[src/rtl/vga_timing_pkg.sv]
// Shared raster timing constants and the phase enum used by both sync FSMs.
package vga_timing_pkg;

  localparam int COORD_W = 10;

  localparam int H_ACTIVE_D = 640;
  localparam int H_FRONT_D  = 16;
  localparam int H_SYNC_D   = 96;
  localparam int H_BACK_D   = 48;

  localparam int V_ACTIVE_D = 480;
  localparam int V_FRONT_D  = 10;
  localparam int V_SYNC_D   = 2;
  localparam int V_BACK_D   = 33;

  typedef enum logic [1:0] {
    ACT  = 2'd0,
    FP   = 2'd1,
    SYNC = 2'd2,
    BP   = 2'd3
  } phase_t;

  function automatic phase_t next_phase(input phase_t p);
    case (p)
      ACT:     next_phase = FP;
      FP:      next_phase = SYNC;
      SYNC:    next_phase = BP;
      default: next_phase = ACT;
    endcase
  endfunction

endpackage

[src/rtl/vga_sync_gen_if.sv]
// Raster timing bundle handed from the sync generator to the pattern stage.
interface vga_sync_gen_if;

  logic                                HS;
  logic                                VS;
  logic [vga_timing_pkg::COORD_W-1:0]  x;
  logic [vga_timing_pkg::COORD_W-1:0]  y;
  logic                                ACTIVE;
  logic                                PIX_EN;
  logic                                LINE_START;
  logic                                FRAME_START;
  logic [7:0]                          FRAME_CNT;

  modport master (
    output HS, VS, x, y, ACTIVE, PIX_EN, LINE_START, FRAME_START, FRAME_CNT
  );

  modport slave (
    input HS, VS, x, y, ACTIVE, PIX_EN, LINE_START, FRAME_START, FRAME_CNT
  );

endinterface

[src/rtl/vga_pix_strobe.sv]
// Divides CLK by CLK_DIV into a registered one-CLK pixel strobe.
module vga_pix_strobe #(
  parameter int CLK_DIV = 2
) (
  input  logic CLK,
  input  logic RST_N,
  output logic PIX_EN
);

  localparam int CW = (CLK_DIV > 1) ? $clog2(CLK_DIV) : 1;
  localparam logic [CW-1:0] LAST = CW'(CLK_DIV - 1);

  logic [CW-1:0] div_cnt;

  always_ff @(posedge CLK or negedge RST_N) begin
    if (!RST_N) begin
      div_cnt <= '0;
      PIX_EN  <= 1'b0;
    end else begin
      PIX_EN  <= (div_cnt == LAST);
      div_cnt <= (div_cnt == LAST) ? '0 : div_cnt + 1'b1;
    end
  end

endmodule

[src/rtl/vga_sync_gen.sv]
// Raster timing generator: pixel strobe, H/V phase FSMs, position counters and
// registered sync/blanking/marker outputs, all describing the same pixel.
module vga_sync_gen
  import vga_timing_pkg::*;
#(
  parameter int   CLK_DIV  = 2,
  parameter int   H_ACTIVE = H_ACTIVE_D,
  parameter int   H_FRONT  = H_FRONT_D,
  parameter int   H_SYNC   = H_SYNC_D,
  parameter int   H_BACK   = H_BACK_D,
  parameter int   V_ACTIVE = V_ACTIVE_D,
  parameter int   V_FRONT  = V_FRONT_D,
  parameter int   V_SYNC   = V_SYNC_D,
  parameter int   V_BACK   = V_BACK_D,
  parameter logic HS_POL   = 1'b0,
  parameter logic VS_POL   = 1'b0
) (
  input  logic           CLK,
  input  logic           RST_N,
  vga_sync_gen_if.master vga
);

  localparam int H_TOTAL = H_ACTIVE + H_FRONT + H_SYNC + H_BACK;
  localparam int V_TOTAL = V_ACTIVE + V_FRONT + V_SYNC + V_BACK;
  localparam logic [COORD_W-1:0] X_LAST = COORD_W'(H_TOTAL - 1);
  localparam logic [COORD_W-1:0] Y_LAST = COORD_W'(V_TOTAL - 1);

  function automatic logic [COORD_W-1:0] h_len_m1(input phase_t p);
    case (p)
      ACT:     h_len_m1 = COORD_W'(H_ACTIVE - 1);
      FP:      h_len_m1 = COORD_W'(H_FRONT - 1);
      SYNC:    h_len_m1 = COORD_W'(H_SYNC - 1);
      default: h_len_m1 = COORD_W'(H_BACK - 1);
    endcase
  endfunction

  function automatic logic [COORD_W-1:0] v_len_m1(input phase_t p);
    case (p)
      ACT:     v_len_m1 = COORD_W'(V_ACTIVE - 1);
      FP:      v_len_m1 = COORD_W'(V_FRONT - 1);
      SYNC:    v_len_m1 = COORD_W'(V_SYNC - 1);
      default: v_len_m1 = COORD_W'(V_BACK - 1);
    endcase
  endfunction

  logic               pix_en;
  phase_t             h_st, h_nxt, v_st, v_nxt;
  logic [COORD_W-1:0] h_pc, hpc_nxt, v_pc, vpc_nxt;
  logic [COORD_W-1:0] x_p0, x_nxt, y_p0, y_nxt;
  logic               line_step;
  logic               line_nxt, frame_nxt;
  logic               hs_p0, vs_p0, active_p0, line_p0, frame_p0;
  logic [7:0]         fcnt_p0;

  vga_pix_strobe #(.CLK_DIV(CLK_DIV)) u_strobe (
    .CLK    (CLK),
    .RST_N  (RST_N),
    .PIX_EN (pix_en)
  );

  always_comb begin
    h_nxt     = h_st;
    hpc_nxt   = h_pc;
    line_step = 1'b0;
    if (pix_en) begin
      if (h_pc == h_len_m1(h_st)) begin
        h_nxt     = next_phase(h_st);
        hpc_nxt   = '0;
        line_step = (h_st == BP);
      end else begin
        hpc_nxt = h_pc + 1'b1;
      end
    end
  end

  // Vertical FSM only moves on the back-porch-to-active line boundary
  always_comb begin
    v_nxt   = v_st;
    vpc_nxt = v_pc;
    if (line_step) begin
      if (v_pc == v_len_m1(v_st)) begin
        v_nxt   = next_phase(v_st);
        vpc_nxt = '0;
      end else begin
        vpc_nxt = v_pc + 1'b1;
      end
    end
  end

  always_comb begin
    x_nxt     = x_p0;
    y_nxt     = y_p0;
    line_nxt  = 1'b0;
    frame_nxt = 1'b0;
    if (pix_en) begin
      if (x_p0 == X_LAST) begin
        x_nxt    = '0;
        line_nxt = 1'b1;
        if (y_p0 == Y_LAST) begin
          y_nxt     = '0;
          frame_nxt = 1'b1;
        end else begin
          y_nxt = y_p0 + 1'b1;
        end
      end else begin
        x_nxt = x_p0 + 1'b1;
      end
    end
  end

  // Outputs decode the next state so x/y and HS/VS/ACTIVE land together
  always_ff @(posedge CLK or negedge RST_N) begin
    if (!RST_N) begin
      h_st      <= BP;
      h_pc      <= COORD_W'(H_BACK - 1);
      v_st      <= BP;
      v_pc      <= COORD_W'(V_BACK - 1);
      x_p0      <= X_LAST;
      y_p0      <= Y_LAST;
      hs_p0     <= ~HS_POL;
      vs_p0     <= ~VS_POL;
      active_p0 <= 1'b0;
      line_p0   <= 1'b0;
      frame_p0  <= 1'b0;
      fcnt_p0   <= '0;
    end else begin
      h_st      <= h_nxt;
      h_pc      <= hpc_nxt;
      v_st      <= v_nxt;
      v_pc      <= vpc_nxt;
      x_p0      <= x_nxt;
      y_p0      <= y_nxt;
      hs_p0     <= (h_nxt == SYNC) ? HS_POL : ~HS_POL;
      vs_p0     <= (v_nxt == SYNC) ? VS_POL : ~VS_POL;
      active_p0 <= (h_nxt == ACT) && (v_nxt == ACT);
      line_p0   <= line_nxt;
      frame_p0  <= frame_nxt;
      fcnt_p0   <= fcnt_p0 + {7'd0, frame_nxt};
    end
  end

  assign vga.HS          = hs_p0;
  assign vga.VS          = vs_p0;
  assign vga.x           = x_p0;
  assign vga.y           = y_p0;
  assign vga.ACTIVE      = active_p0;
  assign vga.PIX_EN      = pix_en;
  assign vga.LINE_START  = line_p0;
  assign vga.FRAME_START = frame_p0;
  assign vga.FRAME_CNT   = fcnt_p0;

endmodule

[src/flat_wrapper.sv]
// flat-port wrapper written by rule: the top's interface ports become plain ports
module vga_sync_gen_flat import vga_timing_pkg::*;
#(
  parameter int   CLK_DIV  = 2,
  parameter int   H_ACTIVE = H_ACTIVE_D,
  parameter int   H_FRONT  = H_FRONT_D,
  parameter int   H_SYNC   = H_SYNC_D,
  parameter int   H_BACK   = H_BACK_D,
  parameter int   V_ACTIVE = V_ACTIVE_D,
  parameter int   V_FRONT  = V_FRONT_D,
  parameter int   V_SYNC   = V_SYNC_D,
  parameter int   V_BACK   = V_BACK_D,
  parameter logic HS_POL   = 1'b0,
  parameter logic VS_POL   = 1'b0
)
  (CLK, RST_N, vga_HS, vga_VS, vga_x, vga_y, vga_ACTIVE, vga_PIX_EN, vga_LINE_START, vga_FRAME_START, vga_FRAME_CNT);
  vga_sync_gen_if vga_i ();
  input  logic CLK;
  input  logic RST_N;
  output wire logic [$bits(vga_i.HS)-1:0] vga_HS;
  output wire logic [$bits(vga_i.VS)-1:0] vga_VS;
  output wire logic [$bits(vga_i.x)-1:0] vga_x;
  output wire logic [$bits(vga_i.y)-1:0] vga_y;
  output wire logic [$bits(vga_i.ACTIVE)-1:0] vga_ACTIVE;
  output wire logic [$bits(vga_i.PIX_EN)-1:0] vga_PIX_EN;
  output wire logic [$bits(vga_i.LINE_START)-1:0] vga_LINE_START;
  output wire logic [$bits(vga_i.FRAME_START)-1:0] vga_FRAME_START;
  output wire logic [$bits(vga_i.FRAME_CNT)-1:0] vga_FRAME_CNT;
  assign vga_HS = vga_i.HS;
  assign vga_VS = vga_i.VS;
  assign vga_x = vga_i.x;
  assign vga_y = vga_i.y;
  assign vga_ACTIVE = vga_i.ACTIVE;
  assign vga_PIX_EN = vga_i.PIX_EN;
  assign vga_LINE_START = vga_i.LINE_START;
  assign vga_FRAME_START = vga_i.FRAME_START;
  assign vga_FRAME_CNT = vga_i.FRAME_CNT;
  vga_sync_gen #(.CLK_DIV(CLK_DIV), .H_ACTIVE(H_ACTIVE), .H_FRONT(H_FRONT), .H_SYNC(H_SYNC), .H_BACK(H_BACK), .V_ACTIVE(V_ACTIVE), .V_FRONT(V_FRONT), .V_SYNC(V_SYNC), .V_BACK(V_BACK), .HS_POL(HS_POL), .VS_POL(VS_POL)) u_core (.CLK(CLK), .RST_N(RST_N), .vga(vga_i));
endmodule
[config.mk]
export PLATFORM = sky130hd
export DESIGN_NAME = vga_sync_gen_flat
export DESIGN_NICKNAME = d
export VERILOG_FILES = /design/src/rtl/vga_timing_pkg.sv /design/src/rtl/vga_sync_gen_if.sv /design/src/rtl/vga_pix_strobe.sv /design/src/rtl/vga_sync_gen.sv /design/src/flat_wrapper.sv
export SDC_FILE = /design/constraint.sdc
export NUM_CORES = 1
export LEC_CHECK = 0
export ABC_AREA = 1
export CORE_ASPECT_RATIO = 0.7
export CORE_MARGIN = 2
export CORE_UTILIZATION = 56
export DETAILED_ROUTE_END_ITERATION = 8
export GPL_ROUTABILITY_DRIVEN = 0
export PLACE_DENSITY = 0.79
export SLEW_MARGIN = 40
export SYNTH_ARGS = -nofsm -noshare
export SYNTH_HDL_FRONTEND = slang
export SYNTH_SLANG_ARGS = --single-unit
[constraint.sdc]
create_clock -name CLK -period 2.65 [get_ports CLK]
set_input_delay 0.53 -clock CLK [delete_from_list [all_inputs] [get_ports CLK]]
set_output_delay 0.53 -clock CLK [all_outputs]
set_load 0.02 [all_outputs]
; Word-level counts from Yosys, hierarchy flattened
; Cells that the tools add are included.
[word_totals]
in_bits = 2
word_cells = 61
out_inout_bits = 34
ff_bits = 59
[classes]
n_reduce_logical = 6
n_mux = 24
add_sub_neg = 6
n_eq_ne = 11
[ops]
columns = cell, n
row1 = $mux 10, 6
row2 = $add 10x1->10 const B, 4
row3 = $pmux 10 s3, 1
row4 = $pmux 9 s3, 1
row5 = $eq 10x10->1, 2
row6 = $eq 10x10->1 const B, 2
row7 = $pmux 2 s3, 2
row8 = $eq 2x2->1 const B, 5
row9 = $mux 1, 10
row10 = $add 8x1->8, 1
row11 = $logic_not 2->1, 4
row12 = $mux 2, 4
row13 = $eq 2x1->1 const B, 2
row14 = $reduce_and 2->1, 1
row15 = $add 1x1->1 const B, 1
row16 = $logic_and 1x1->1, 1

; Longest topological paths before layout
; Gate-level depths: netlist of run 1.
[logic_depth]
ltp_word = 12
mapped_depth = 14
mapped_depth_nobuf = 14

; Modules after synthesis
; Synthesis of run 1 repeated with hierarchy kept, for this count alone.
[unflattened]
hier_cells = 400
hier_area_um2 = 3337.0
[by_module_without_submodules]
columns = module, cells_each, seq_area_each_um2, area_per_inst_um2, n_inst
row1 = vga_sync_gen, 397, 1453.9, 3283.1, 1
row2 = vga_pix_strobe, 3, 50.0, 53.8, 1

; Least setup slack after synthesis of run 1
; Ideal clock, no wire load.
[synth_path]
path_kind = reg-to-reg
startpoint = register u_core.x_p0[1] (netlist: u_core.vga.x[1])
endpoint = register u_core.fcnt_p0[7] (netlist: u_core.vga.FRAME_CNT[7])
setup_ps = 128
stages_incl_launch_ff = 13
n_path_buf = 0
required_ps = 2522
arrival_ps = 2105
synth_period_minus_slack_ps = 2233
path_slack_ps = 417
path_cell_list = dfstp_2 ha_1 inv_1 nor3_1 nand4_1 inv_1 nand2_1 inv_1 ha_1 nand3_1 nor3_1 nand3_1 xnor2_1
[synth_between]
elab_chain_cells = 4
[synth_rtl]
columns = element, line_no
row1 = "start, declared", vga_sync_gen.sv:49  ; logic [COORD_W-1:0] x_p0, x_nxt, y_p0, y_nxt;
row2 = "start signal, assigned", vga_sync_gen.sv:131  ; x_p0 <= x_nxt;
row3 = $eq 10x10->1, vga_sync_gen.sv:96  ; if (x_p0 == X_LAST) begin
row4 = $mux 1, vga_sync_gen.sv:96
row5 = $mux 1, vga_sync_gen.sv:95  ; if (pix_en) begin
row6 = via u_core.frame_nxt, vga_sync_gen.sv:51  ; logic line_nxt, frame_nxt;
row7 = $add 8x1->8, vga_sync_gen.sv:138  ; fcnt_p0 <= fcnt_p0 + {7'd0, frame_nxt};
row8 = "end signal, assigned", vga_sync_gen.sv:138
row9 = "end, declared", vga_sync_gen.sv:53  ; logic [7:0] fcnt_p0;
; The timed path passes the listed nets, and every way through them passes these cells.
; A chain may end at the register's enable or synchronous reset.

; Final worst setup path of run 1
; Ends and elaborated chain as after synthesis.

==> results.tsv, run 1 <==
stage	metric	value	unit
setup_path	cp.arrival	2590	ps
pwr	power.share.sequential	47.1	%
sta	finalWorstPathRequiredPeriod	2360	ps
setup_path	cp-start-kind	flip-flop	
sta	report.final.slew_viol_count	0	
sta	post-route-period-util	89.1	%
setup_path	regToRegSetupSlack	290	ps
clock_network	root_buffer	clkbuf_8	
clock_network	cts_sinks	59	
synthesis	syn-cell-area	0.00323	mm^2
sta	setup_viol	0	
global_routing	grt_pass1_wl	11200	um
place	dp_slack	305	ps
clock_network	cts_setup_buffers	0	
setup_path	cp_common_cell	inv_1	
sta	grt_setup_unrepaired	no	
setup_path	end_kind	flip-flop	
place	port_buffers	35	
floorplan	initial_utilization	57.2	%
clock_network	cts_buffers	9	
pwr	p_int	1.55	mW
pwr	p_total	1.92	mW
place	hpwl	4800	um
outcome	status	finished clean	
pwr	switchingPower	0.362	mW
floorplan	core-area	0.00564	mm^2
clock_network	postCtsHoldBufs	0	
floorplan	dieWidth	94.7	um
drt	first_pass_iters	5	
synthesis	ys_top_cells_by_area	dfrtp_1 29%, dfstp_2 18%, nand2_1 7.7%, inv_1 7.4%, ha_1 5.8%	
final_layout	nets	434	
synthesis	yosysTopAreaCell	dfrtp_1	
setup_path	cp_slowest_cell	dfstp_2	
drt	dr_total_vias	2536	
pwr	powerDensity	491	mW/mm^2
pwr	vdd_ir_drop_max	0.481	mV
setup_path	max_stage_delay	550	ps
final_layout	mostFrequentLayoutCell	nand2_1	
global_routing	grt_max_degree	33	
setup_path	crit_required	2880	ps
global_routing	antenna_found_initial	0	
clock_network	cts_buffer_depth	2	
drt	drc	0	
clock_network	cts_tree	done	
setup_path	worstSetupPathType	reg2reg	
synthesis	synth_cell_type_count	34	
clock_network	clk_pin_slew	70	ps
synthesis	synth_nets	390	
drt	viasPerCell	5.10	
sta	fmax	0.424	GHz
setup_path	worstPathCellList	ha_1, inv_1, nor3_1, nand4_1, inv_1, nand2_1, inv_1, ha_1, nand3_1, nor3_1, nand3_1, xnor2_1	
pwr	power_frac_clock	51.8	%
global_routing	grt_overflow	0	
synthesis	yosysSeqAreaShare	46.6	%
drt	drt_iter0_markers	142	
place	placed_area	0.00365	mm^2
clock_network	htreeDepth	3	
sta	setup_tns	0	ps
pwr	p_leak	1.88	nW
floorplan	chipHeight	67.5	um
global_routing	grt_pass1_vias	2468	
synthesis	synth-async-reset-ratio	100	%
clock_network	ctsResizeCount	0	
drt	wl_per_cell	12.9	um
synthesis	netlist_instances	373	
final_layout	final_util	69.1	%
floorplan	ios	36	
job	cap_viol_max_count	0	
clock_network	clk_latency	340	ps
synthesis	ys_ff_latch	59	
synthesis	yosys_warnings	0	
pwr	pwr-share-comb	1.1	%
sta	slew_headroom	57.9	%
final_layout	drive_gt1_share	14.9	%
drt	wirelength	6400	um
final_layout	final_cell_mix	66 x nand2_1, 64 x inv_1, 37 x dfrtp_1, 34 x clkdlybuf4s50_1, 32 x nand3_1	
pwr	sw_frac_of_total	18.9	%
sta	setup_slack	290	ps
final_layout	syn_to_final_growth	20.8	%
sta	hold_violations	0	
synthesis	synth-edff-count	0	
floorplan	die_area	0.00639	mm^2
synthesis	ys.flop_type	dfrtp_1	
synthesis	synth_top_area_share	28.7	%
setup_path	critPathMaxFanout	4	
global_routing	track_usage	22.9	%
floorplan	rows	23	
sta	worst_pin_slew	630	ps
sta	clock_skew	7.82	ps
drt	ant_nets	0	
synthesis	syn_area_per_cell	8.65	um^2
min_path	holdCritPathClass	in2async	
final_layout	postLayoutCellArea	0.00390	mm^2
final_layout	antenna_cells	0	
worst max-delay path, delay by kind of cell (launching register included):
kind                       cells  cell delay (ps)
xor gates and xnor gates       1              140
and+or+nand+nor                6              890
DFF                            1              550
buffers and inverters          3              330
adders and majority gates      2              350
path summary, 6_finish.rpt:
kind,cells after the start,startpoint,end
min in group CLK,0,u_core.u_strobe.div_cnt,u_core.u_strobe.PIX_EN
setup / recovery,12,u_core.vga.x[1],u_core.vga.FRAME_CNT[7]
hold reg to reg,0,u_core.u_strobe.div_cnt,u_core.u_strobe.PIX_EN
hold / removal,1,RST_N,u_core.vga.FRAME_CNT[4]
setup reg to reg,12,u_core.vga.x[1],u_core.vga.FRAME_CNT[7]
max in group asynchronous,2,RST_N,u_core.v_st[0]
registers in the layout, summed over array words and instances, names as in the netlist:
register and count:
u_core.vga.VS 1, u_core.v_st 2, u_core.vga.x 10, u_core.h_st 2
u_core.vga.LINE_START 1, u_core.vga.FRAME_START 1, u_core.v_pc 10, u_core.vga.FRAME_CNT 8
u_core.h_pc 10, u_core.vga.HS 1, u_core.u_strobe.PIX_EN 1, u_core.u_strobe.div_cnt 1
u_core.vga.ACTIVE 1, u_core.vga.y 10
cell type report:
class / count / area (um^2)
clock buffers: 11 / 141
clock inverters: 5 / 100
fillers: 472 / 1740
inverters: 65 / 249
multi-input cells: 245 / 1430
flip-flops and latches: 59 / 1500
well taps: 75 / 93.8
repair buffers: 37 / 375
cell families after synthesis:
kind of cell / share of synthesized area [%]
AO/OA/AOI/OAI: 5.24
multiplexers: 0.310
adder cells (fa/ha/maj): 5.82
AND/OR/NAND/NOR: 28.2
flip-flops: 46.6
buffers and inverters: 8.92
XOR/XNOR: 4.89
through the flow:
step,instances,hold WS (ps)
final,497,119
after global routing,497,139
after CTS,497,247
after global placement,481,361
after floorplan,373,234
after detailed placement,481,367
cells in the mapped netlist, types with 2 or more instances:
| master | n |
|---|---|
| nor3_2 | 3 |
| nand3b_1 | 2 |
| inv_1 | 64 |
| nor2_1 | 31 |
| nand2_1 | 66 |
| nand3_1 | 32 |
| o21a_1 | 2 |
| ha_1 | 15 |
| nor4_1 | 2 |
| xor2_1 | 15 |
| nand2_2 | 6 |
| o21ai_0 | 11 |
| xnor2_1 | 3 |
| dfstp_2 | 22 |
| nand4_1 | 13 |
| a21oi_1 | 13 |
| nor2_2 | 3 |
| nor3_1 | 12 |
| nor2_4 | 4 |
| buf_6 | 3 |
| dfrtp_1 | 37 |
| o21ai_1 | 2 |
power by group through the flow:
stage / sequential, mW / combinational [mW] / clock (mW)
floorplan: 0.918 / 0.000000910 / 0
global placement: 0.918 / 0.0223 / 0
detailed placement: 0.918 / 0.0223 / 0
CTS: 0.902 / 0.0223 / 1.01
global route: 0.902 / 0.0258 / 1.05
finish: 0.903 / 0.0213 / 0.992
routing by layer:
layer	wire, um	GRT usage [%]
met1	3160	31.1
met2	2910	36.1
met3	285	6.70
met4	45	6.70
met5	0	0
Power figures use the tool's default switching activity.
==> inputs of run 2 (changes only) <==
--- a/config.mk
+++ b/config.mk
@@ -6,13 +6,11 @@
 export NUM_CORES = 1
 export LEC_CHECK = 0
 export ABC_AREA = 1
-export CORE_ASPECT_RATIO = 0.7
 export CORE_MARGIN = 2
 export CORE_UTILIZATION = 56
 export DETAILED_ROUTE_END_ITERATION = 8
 export GPL_ROUTABILITY_DRIVEN = 0
 export PLACE_DENSITY = 0.79
-export SLEW_MARGIN = 40
 export SYNTH_ARGS = -nofsm -noshare
 export SYNTH_HDL_FRONTEND = slang
 export SYNTH_SLANG_ARGS = --single-unit
==> results.tsv, run 2 (synthesized netlist as in run 1, its figures left out) <==
stage	metric	value	unit
final_layout	antenna_cells	0	
drt	drt_iter0_markers	170	
setup_path	startpoint	u_core.vga.x[1]	
floorplan	chipHeight	79.9	um
global_routing	antenna_found_initial	0	
global_routing	grt_max_degree	60	
setup_path	worstSetupPathType	reg2reg	
place	dpl.cell_count	479	
sta	slew_headroom	51.2	%
floorplan	rows	27	
drt	viasPerCell	5.21	
setup_path	critPathMaxFanout	4	
drt	wl_per_cell	13.1	um
pwr	p_leak	1.86	nW
pwr	powerDensity	444	mW/mm^2
sta	finalWorstPathRequiredPeriod	2410	ps
floorplan	initial_utilization	58.2	%
clock_network	postCtsHoldBufs	0	
clock_network	root_buffer	clkbuf_8	
clock_network	clk_latency	330	ps
final_layout	final_cell_mix	66 x nand2_1, 64 x inv_1, 37 x dfrtp_1, 34 x clkdlybuf4s50_1, 32 x nand3_1	
clock_network	cts_tree	done	
drt	wirelength	6510	um
setup_path	cp.arrival	2630	ps
pwr	p_total	1.70	mW
place	port_buffers	35	
final_layout	layoutNonFillerInstCount	495	
clock_network	cts_setup_buffers	0	
setup_path	cp-start-kind	flip-flop	
sta	setup_viol	0	
min_path	holdCritPathClass	in2async	
clock_network	cts_buffer_depth	2	
job	cap_viol_max_count	0	
sta	holdWs	345	ps
global_routing	grt_pass1_vias	2574	
place	dp_slack	262	ps
outcome	status	finished clean	
final_layout	nets	435	
sta	report.final.slew_viol_count	0	
drt	dr_total_vias	2578	
global_routing	grt_overflow	0	
floorplan	dieWidth	79.9	um
drt	ant_nets	0	
pwr	vdd_ir_drop_max	0.391	mV
setup_path	end_kind	flip-flop	
sta	hold_violations	0	
clock_network	clk_pin_slew	70	ps
final_layout	syn_to_final_growth	18.9	%
global_routing	track_usage	22.9	%
clock_network	cts_buffers	9	
clock_network	htreeDepth	3	
sta	setup_slack	236	ps
sta	clock_skew	5.03	ps
setup_path	r2r-start	u_core.vga.x[1]	
sta	fmax	0.414	GHz
final_layout	drive_gt1_share	14.9	%
global_routing	grt_pass1_wl	11200	um
floorplan	ios	36	
drt	drc	0	
sta	setup_tns	0	ps
sta	worst_pin_slew	732	ps
clock_network	ctsResizeCount	0	
setup_path	crit_required	2870	ps
final_layout	nFillCells	465	
sta	post-route-period-util	91.1	%
place	hpwl	4640	um
clock_network	cts_sinks	59	
final_layout	mostFrequentLayoutCell	nand2_1	
floorplan	die_area	0.00638	mm^2
sta	grt_setup_unrepaired	no	
floorplan	core-area	0.00554	mm^2
drt	first_pass_iters	6	
-- run 2: worst paths after layout --
kind	end	slack [ps]	cells past startpoint
max	u_core.vga.FRAME_CNT[7]	240	12
min	u_core.v_pc[9]	340	2
min reg2reg	u_core.u_strobe.PIX_EN	380	0
min in group CLK	u_core.u_strobe.PIX_EN	380	0
max reg2reg	u_core.vga.FRAME_CNT[7]	240	12
max in group asynchronous	u_core.v_pc[4]	1820	2
-- run 2: worst max-delay path, stage by stage (launching register included) --
cell     delay (ps)
dfstp_2         560
ha_1            170
inv_1            50
nor3_1          150
nand4_1         140
inv_1           140
nand2_1          90
inv_1           120
ha_1            180
nand3_1         120
nor3_1          280
nand3_1         140
xnor2_1         140
-- run 2: metal layers --
| metal | global-route usage (%) | vias up | wire [um] |
|---|---|---|---|
| met5 | 0 | - | 0 |
| met4 | 11.5 | 0 | 187 |
| met3 | 7.01 | 16 | 302 |
| met2 | 37.6 | 65 | 3190 |
| met1 | 27.2 | 1215 | 2830 |
| li1 | - | 1282 | - |
-- run 2: stage by stage --
step	area (um^2)	util [%]
3_5_place_dp	3640	65.8
3_3_place_gp	3640	65.8
4_1_cts	3840	69.2
5_1_grt	3840	69.2
2_1_floorplan	3230	-
6_report	3840	69.2
-- run 2: area by class of cell --
| class | instances | area [um^2] | area share (%) |
|---|---|---|---|
| Inverter | 65 | 249 | 6.49 |
| Sequential cell | 59 | 1500 | 39.2 |
| Multi-Input combinational cell | 245 | 1430 | 37.4 |
| Clock buffer | 15 | 186 | 4.86 |
| Timing Repair Buffer | 38 | 368 | 9.59 |
| Clock inverter | 1 | 5.00 | 0.130 |
| Tap cell | 72 | 90.1 | 2.35 |
-- run 2: report_power, final --
group	total, mW	internal, mW	switching (mW)
clock	0.781	0.441	0.340
combinational	0.0181	0.00147	0.0167
sequential	0.903	0.903	0
total	1.70	1.35	0.356
==> inputs of run 3 (changes only) <==
--- a/config.mk
+++ b/config.mk
@@ -14,3 +14,4 @@
 export SYNTH_ARGS = -nofsm -noshare
 export SYNTH_HDL_FRONTEND = slang
 export SYNTH_SLANG_ARGS = --single-unit
+export TNS_END_PERCENT = 10
==> results of run 3 <==
The final DEF is identical to that of run 2; final timing and power are the same.
